===== src/rtl/stream_demux_pkg.sv =====
// Shared constants and slot state encoding for the 1:4 stream demultiplexer.
package stream_demux_pkg;

   localparam int N_CH  = 4;
   localparam int SEL_W = 2;

   typedef enum logic [1:0] {
      EMPTY = 2'd0,
      ONE   = 2'd1,
      FULL  = 2'd2
   } slot_state_t;

endpackage : stream_demux_pkg


===== src/rtl/demux_skid_slot.sv =====
// Two-entry skid buffer for one output channel of the demux. The head register
// always drives the channel output; the skid register catches the beat that is
// accepted while the head is waiting on a stalled consumer.
module demux_skid_slot
   import stream_demux_pkg::*;
#(
   parameter int W = 4
) (
   input  logic         clk,
   input  logic         rst_n,
   input  logic         push,
   input  logic [W-1:0] push_data,
   output logic         full,
   input  logic         pop_rdy,
   output logic         head_vld,
   output logic [W-1:0] head_data
);

   slot_state_t  state_q, state_d;
   logic [W-1:0] head_q, head_d;
   logic [W-1:0] skid_q, skid_d;
   logic         pop;

   // Status decoded from registered state only, so out_rdy never reaches in_rdy.
   assign head_vld  = (state_q != EMPTY);
   assign full      = (state_q == FULL);
   assign head_data = head_q;
   assign pop       = head_vld & pop_rdy;

   // Next-state and data movement; a push in FULL is impossible because the
   // top level withholds in_rdy, so it is simply ignored here.
   always_comb begin
      state_d = state_q;
      head_d  = head_q;
      skid_d  = skid_q;
      case (state_q)
         EMPTY: begin
            if (push) begin
               state_d = ONE;
               head_d  = push_data;
            end
         end
         ONE: begin
            if (push && !pop) begin
               state_d = FULL;
               skid_d  = push_data;
            end else if (pop && !push) begin
               state_d = EMPTY;
            end else if (push && pop) begin
               head_d  = push_data;
            end
         end
         FULL: begin
            if (pop) begin
               state_d = ONE;
               head_d  = skid_q;
            end
         end
         default: begin
            state_d = EMPTY;
         end
      endcase
   end

   // State and payload registers; reset discards any buffered beats.
   always_ff @(posedge clk or negedge rst_n) begin
      if (!rst_n) begin
         state_q <= EMPTY;
         head_q  <= '0;
         skid_q  <= '0;
      end else begin
         state_q <= state_d;
         head_q  <= head_d;
         skid_q  <= skid_d;
      end
   end

endmodule : demux_skid_slot


===== src/rtl/stream_demux_1_4.sv =====
// 1:4 valid/ready stream demultiplexer. Each beat is steered by in_sel into one
// of four skid slots; only a FULL destination slot holds off the input.
module stream_demux_1_4
   import stream_demux_pkg::*;
#(
   parameter int W = 4
) (
   input  logic                  clk,
   input  logic                  rst_n,
   input  logic [W-1:0]          in_data,
   input  logic [SEL_W-1:0]      in_sel,
   input  logic                  in_vld,
   output logic                  in_rdy,
   output logic [N_CH-1:0][W-1:0] out_data,
   output logic [N_CH-1:0]       out_vld,
   input  logic [N_CH-1:0]       out_rdy
);

   logic [N_CH-1:0] push;
   logic [N_CH-1:0] full;

   // Ready depends only on the selected slot's registered full flag.
   assign in_rdy = rst_n & ~full[in_sel];

   for (genvar gi = 0; gi < N_CH; gi++) begin : g_ch
      assign push[gi] = in_vld & in_rdy & (in_sel == SEL_W'(gi));

      demux_skid_slot #(.W(W)) u_slot (
         .clk       (clk),
         .rst_n     (rst_n),
         .push      (push[gi]),
         .push_data (in_data),
         .full      (full[gi]),
         .pop_rdy   (out_rdy[gi]),
         .head_vld  (out_vld[gi]),
         .head_data (out_data[gi])
      );
   end

endmodule : stream_demux_1_4


===== config.mk =====
export PLATFORM = sky130hd
export DESIGN_NAME = stream_demux_1_4
export DESIGN_NICKNAME = d
export VERILOG_FILES = /design/src/rtl/stream_demux_pkg.sv /design/src/rtl/demux_skid_slot.sv /design/src/rtl/stream_demux_1_4.sv
export SDC_FILE = /design/constraint.sdc
export NUM_CORES = 1
export LEC_CHECK = 0
export CORE_MARGIN = 3
export CORE_UTILIZATION = 40
export DETAILED_ROUTE_END_ITERATION = 10
export SYNTH_ARGS = -nofsm -noshare
export SYNTH_HDL_FRONTEND = slang
export SYNTH_SLANG_ARGS = --single-unit
export TNS_END_PERCENT = 30

===== constraint.sdc =====
create_clock -name clk -period 2 [get_ports clk]
set_input_delay 0.4 -clock clk [delete_from_list [all_inputs] [get_ports clk]]
set_output_delay 0.4 -clock clk [all_outputs]
set_load 0.02 [all_outputs]

==> impl_metrics.py <==
metrics = {
    "status": {
        "status": "finished, violations left",
        "violations": "setup timing",
    },
    "sta": {
        "hold-worst-slack_ns": 0.1893,
        "fmax_mhz": 499.0,
        "timing.slew.headroom_pct": 77.46,
        "fin_worst_skew_ns": 0.004228,
        "slew_viol_final": 0,
        "hold_violations": 0,
        "fin_crit_ns": 2.004,
        "fin_ws_ns": -0.004144,
        "finalSetupTns_ns": -0.004144,
        "rsz0062_at_grt": "yes",
        "worst_pin_slew_ns": 0.3370,
        "finalCritPeriodShare_pct": 100.2,
        "finalSetupViolCount": 1,
    },
    "setup_path": {
        "cp_slowest_stage_delay_ns": 0.44,
        "crit_arrival_ns": 1.60,
        "crit_path_end_kind": "output pin",
        "worst-path-buf-inv": 2,
        "worst_path_max_delay_cell": "mux4_2",
        "path_delay_family": "multiplexers",
        "crit_path_cell_trace": "nor2b_2 > inv_1 > mux4_2 > and2_4 > buf_6",
        "cp-start-kind": "register",
        "cp_data_required_time_ns": 1.60,
        "cp_max_fo": 2,
        "path_class": "reg -> out",
    },
    "drt": {
        "ant_nets": 0,
        "routedWlPerCell_um": 16.50,
        "drt_iter0_drc": 60,
        "wirelength_um": 5067,
        "via_count": 1669,
        "vias_per_cell": 5.436,
        "drt_pass1_iterations": 4,
        "route.detailed.drc": 0,
    },
    "placed_design": {
        "placed_cell_area_mm2": 0.002669,
        "gp_congestion": 0.8617,
        "dpl.hpwl_um": 3912,
        "place.port_buffers": 33,
        "place_inst": 298,
        "dp_slack_ns": -0.5960,
    },
    "die": {
        "io_pins": 34,
        "die_h_um": 78.39,
        "core_area_mm2": 0.004880,
        "rows": 25,
        "start_util_pct": 42.95,
        "dieArea_mm2": 0.006144,
        "die_x_um": 78.39,
    },
    "clock_tree": {
        "cts_setup_buffers": 0,
        "cts.reportedPaths.clkPinSlew_ns": 0.07,
        "cts_buffers": 5,
        "clock_latency_ns": 0.29,
        "cts_tree": "done",
        "cts.sinks": 40,
        "cts_root_buffer": "clkbuf_8",
        "htree_levels": 2,
        "cts_buffer_depth": 2,
    },
    "pwr": {
        "power_density_mw_per_mm2": 824.3,
        "pwr-share-clk_pct": 27.4,
        "pwr-share-seq_pct": 44.5,
        "p_comb_share_pct": 28.2,
        "p_int_mw": 1.660,
        "ir_worst_vdd_uv": 440.8,
        "power.share.switching_pct": 27.62,
        "power_mw": 2.294,
        "leakage_nw": 1.247,
        "p_sw_uw": 633.6,
    },
    "global_route": {
        "grt_pass1_wl_um": 8645,
        "gr-total-overflow": 0,
        "track_usage_pct": 18.05,
        "grt_max_degree": 25,
        "grt_pass1_vias": 1798,
        "antenna_found_initial": 0,
    },
    "yosys": {
        "syn_nets": 193,
        "synthCells": 180,
        "synth-edff-count": 0,
        "syn_area_per_cell_um2": 11.64,
        "synth_flop_cell": "dfrtp_1",
        "yosys_warnings": 0,
        "ys_seq_elements": 40,
        "synth_cell_types": 40,
        "syn-cell-area_mm2": 0.002096,
        "ys_async_sr_fraction_pct": 100.0,
        "synth-seq-area-share_pct": 47.76,
    },
    "flow_run": {
        "drv_cap": 0,
    },
    "cells_and_area": {
        "antenna_cells": 0,
        "drive_gt1_share_pct": 34.17,
        "n_fill_cell": 441,
        "post-route-util_pct": 57.03,
        "syn_to_final_growth_pct": 32.78,
        "fin_cells": 307,
        "postLayoutCellArea_mm2": 0.002783,
        "nNetsFinal": 252,
    },
    "hold_path": {
        "holdCritPathClass": "in -> async",
    },
}
power groups by stage:
stage / Combinational [mW] / Clock, mW / Sequential [mW]
floorplan: 0.224 / 0 / 1.13
global placement: 0.646 / 0 / 1.03
detailed placement: 0.654 / 0 / 1.03
CTS: 0.652 / 0.644 / 1.02
global route: 0.685 / 0.689 / 1.04
finish: 0.646 / 0.628 / 1.02
worst paths after layout:
kind,startpoint,end,slack [ns],cells past startpoint
max,g_ch[0].u_slot.state_q[0],in_rdy,-0.004,5
min,rst_n,g_ch[0].u_slot.skid_q[1],0.19,2
max reg2reg,g_ch[0].u_slot.state_q[0],g_ch[0].u_slot.skid_q[2],0.42,4
min reg2reg,g_ch[0].u_slot.head_data[3],g_ch[0].u_slot.head_data[3],0.48,1
max in group asynchronous,rst_n,g_ch[3].u_slot.state_q[0],1.20,2
min in group clk,g_ch[0].u_slot.head_data[3],g_ch[0].u_slot.head_data[3],0.48,1
state kept, by name, indices dropped and copies added, names as in the netlist:
name	cells
g_ch.u_slot.head_data	16
g_ch.u_slot.skid_q	16
g_ch.u_slot.state_q	8
cell usage in the layout, fill, tap and decap left out, types with 4 or more instances in the layout:
master / count
clkbuf_8: 5
mux2i_1: 4
mux2_4: 4
a21o_1: 4
mux2_2: 12
clkdlybuf4s50_1: 26
nor2_1: 15
or2_2: 4
o221a_2: 12
nand2b_1: 9
dlygate4sd2_1: 5
dfrtp_1: 40
nor3_1: 9
a22o_1: 4
a21oi_1: 6
buf_4: 30
nor3b_1: 8
final cells by class:
| type | instances | area, um^2 | share of cell area, % |
|---|---|---|---|
| multi-input combinational | 126 | 1027 | 36.92 |
| sequential | 40 | 1001 | 35.97 |
| timing repair buffer | 64 | 555.5 | 19.96 |
| tap | 67 | 83.83 | 3.013 |
| clock buffer | 6 | 72.57 | 2.608 |
| clock inverter | 2 | 35.03 | 1.259 |
| inverter | 2 | 7.507 | 0.2698 |
per-layer routing:
metal	part of all wire (%)	global-route usage, %	routed length, um
met1	45	22.56	2273
met2	50	31.42	2543
met4	1.5	4.895	75
met5	0	0	0
met3	3.5	4.014	175
synth_stat cells (all sizes together) (3+ instances only):
master	count	area share, %
nand2b	9	2.7
o21ai	3	1.1
nor2	15	2.7
mux2	16	9.3
a21o	4	1.4
clkbuf	6	1.1
o221a	12	6.4
buf	6	1.9
a21oi	6	1.4
or2	4	1.2
dfrtp	40	48
o32a	3	1.4
mux2i	4	1.9
a22o	4	1.7
o22ai	3	0.90
nor2b	3	0.90
nor3	11	3.7
nor3b	8	2.9
what timing repair did:
action	in CTS	in global routing
gates cloned	0	0
hold buffers	1	0
resized for setup	10	4
hold endpoints to repair	2	0
pin swaps	0	0
endpoints found under the setup margin	5	1
kinds of logic after synthesis:
family / count (synthesis) / synth area share [%]
buffers and inverters: 14 / 3.283
and+or+nand+nor: 68 / 21.31
AOI/OAI and AO/OA: 36 / 14.75
xor gates and xnor gates: 1 / 0.4180
muxes: 21 / 12.48
DFF: 40 / 47.76
(Power assumes the default switching activity.)
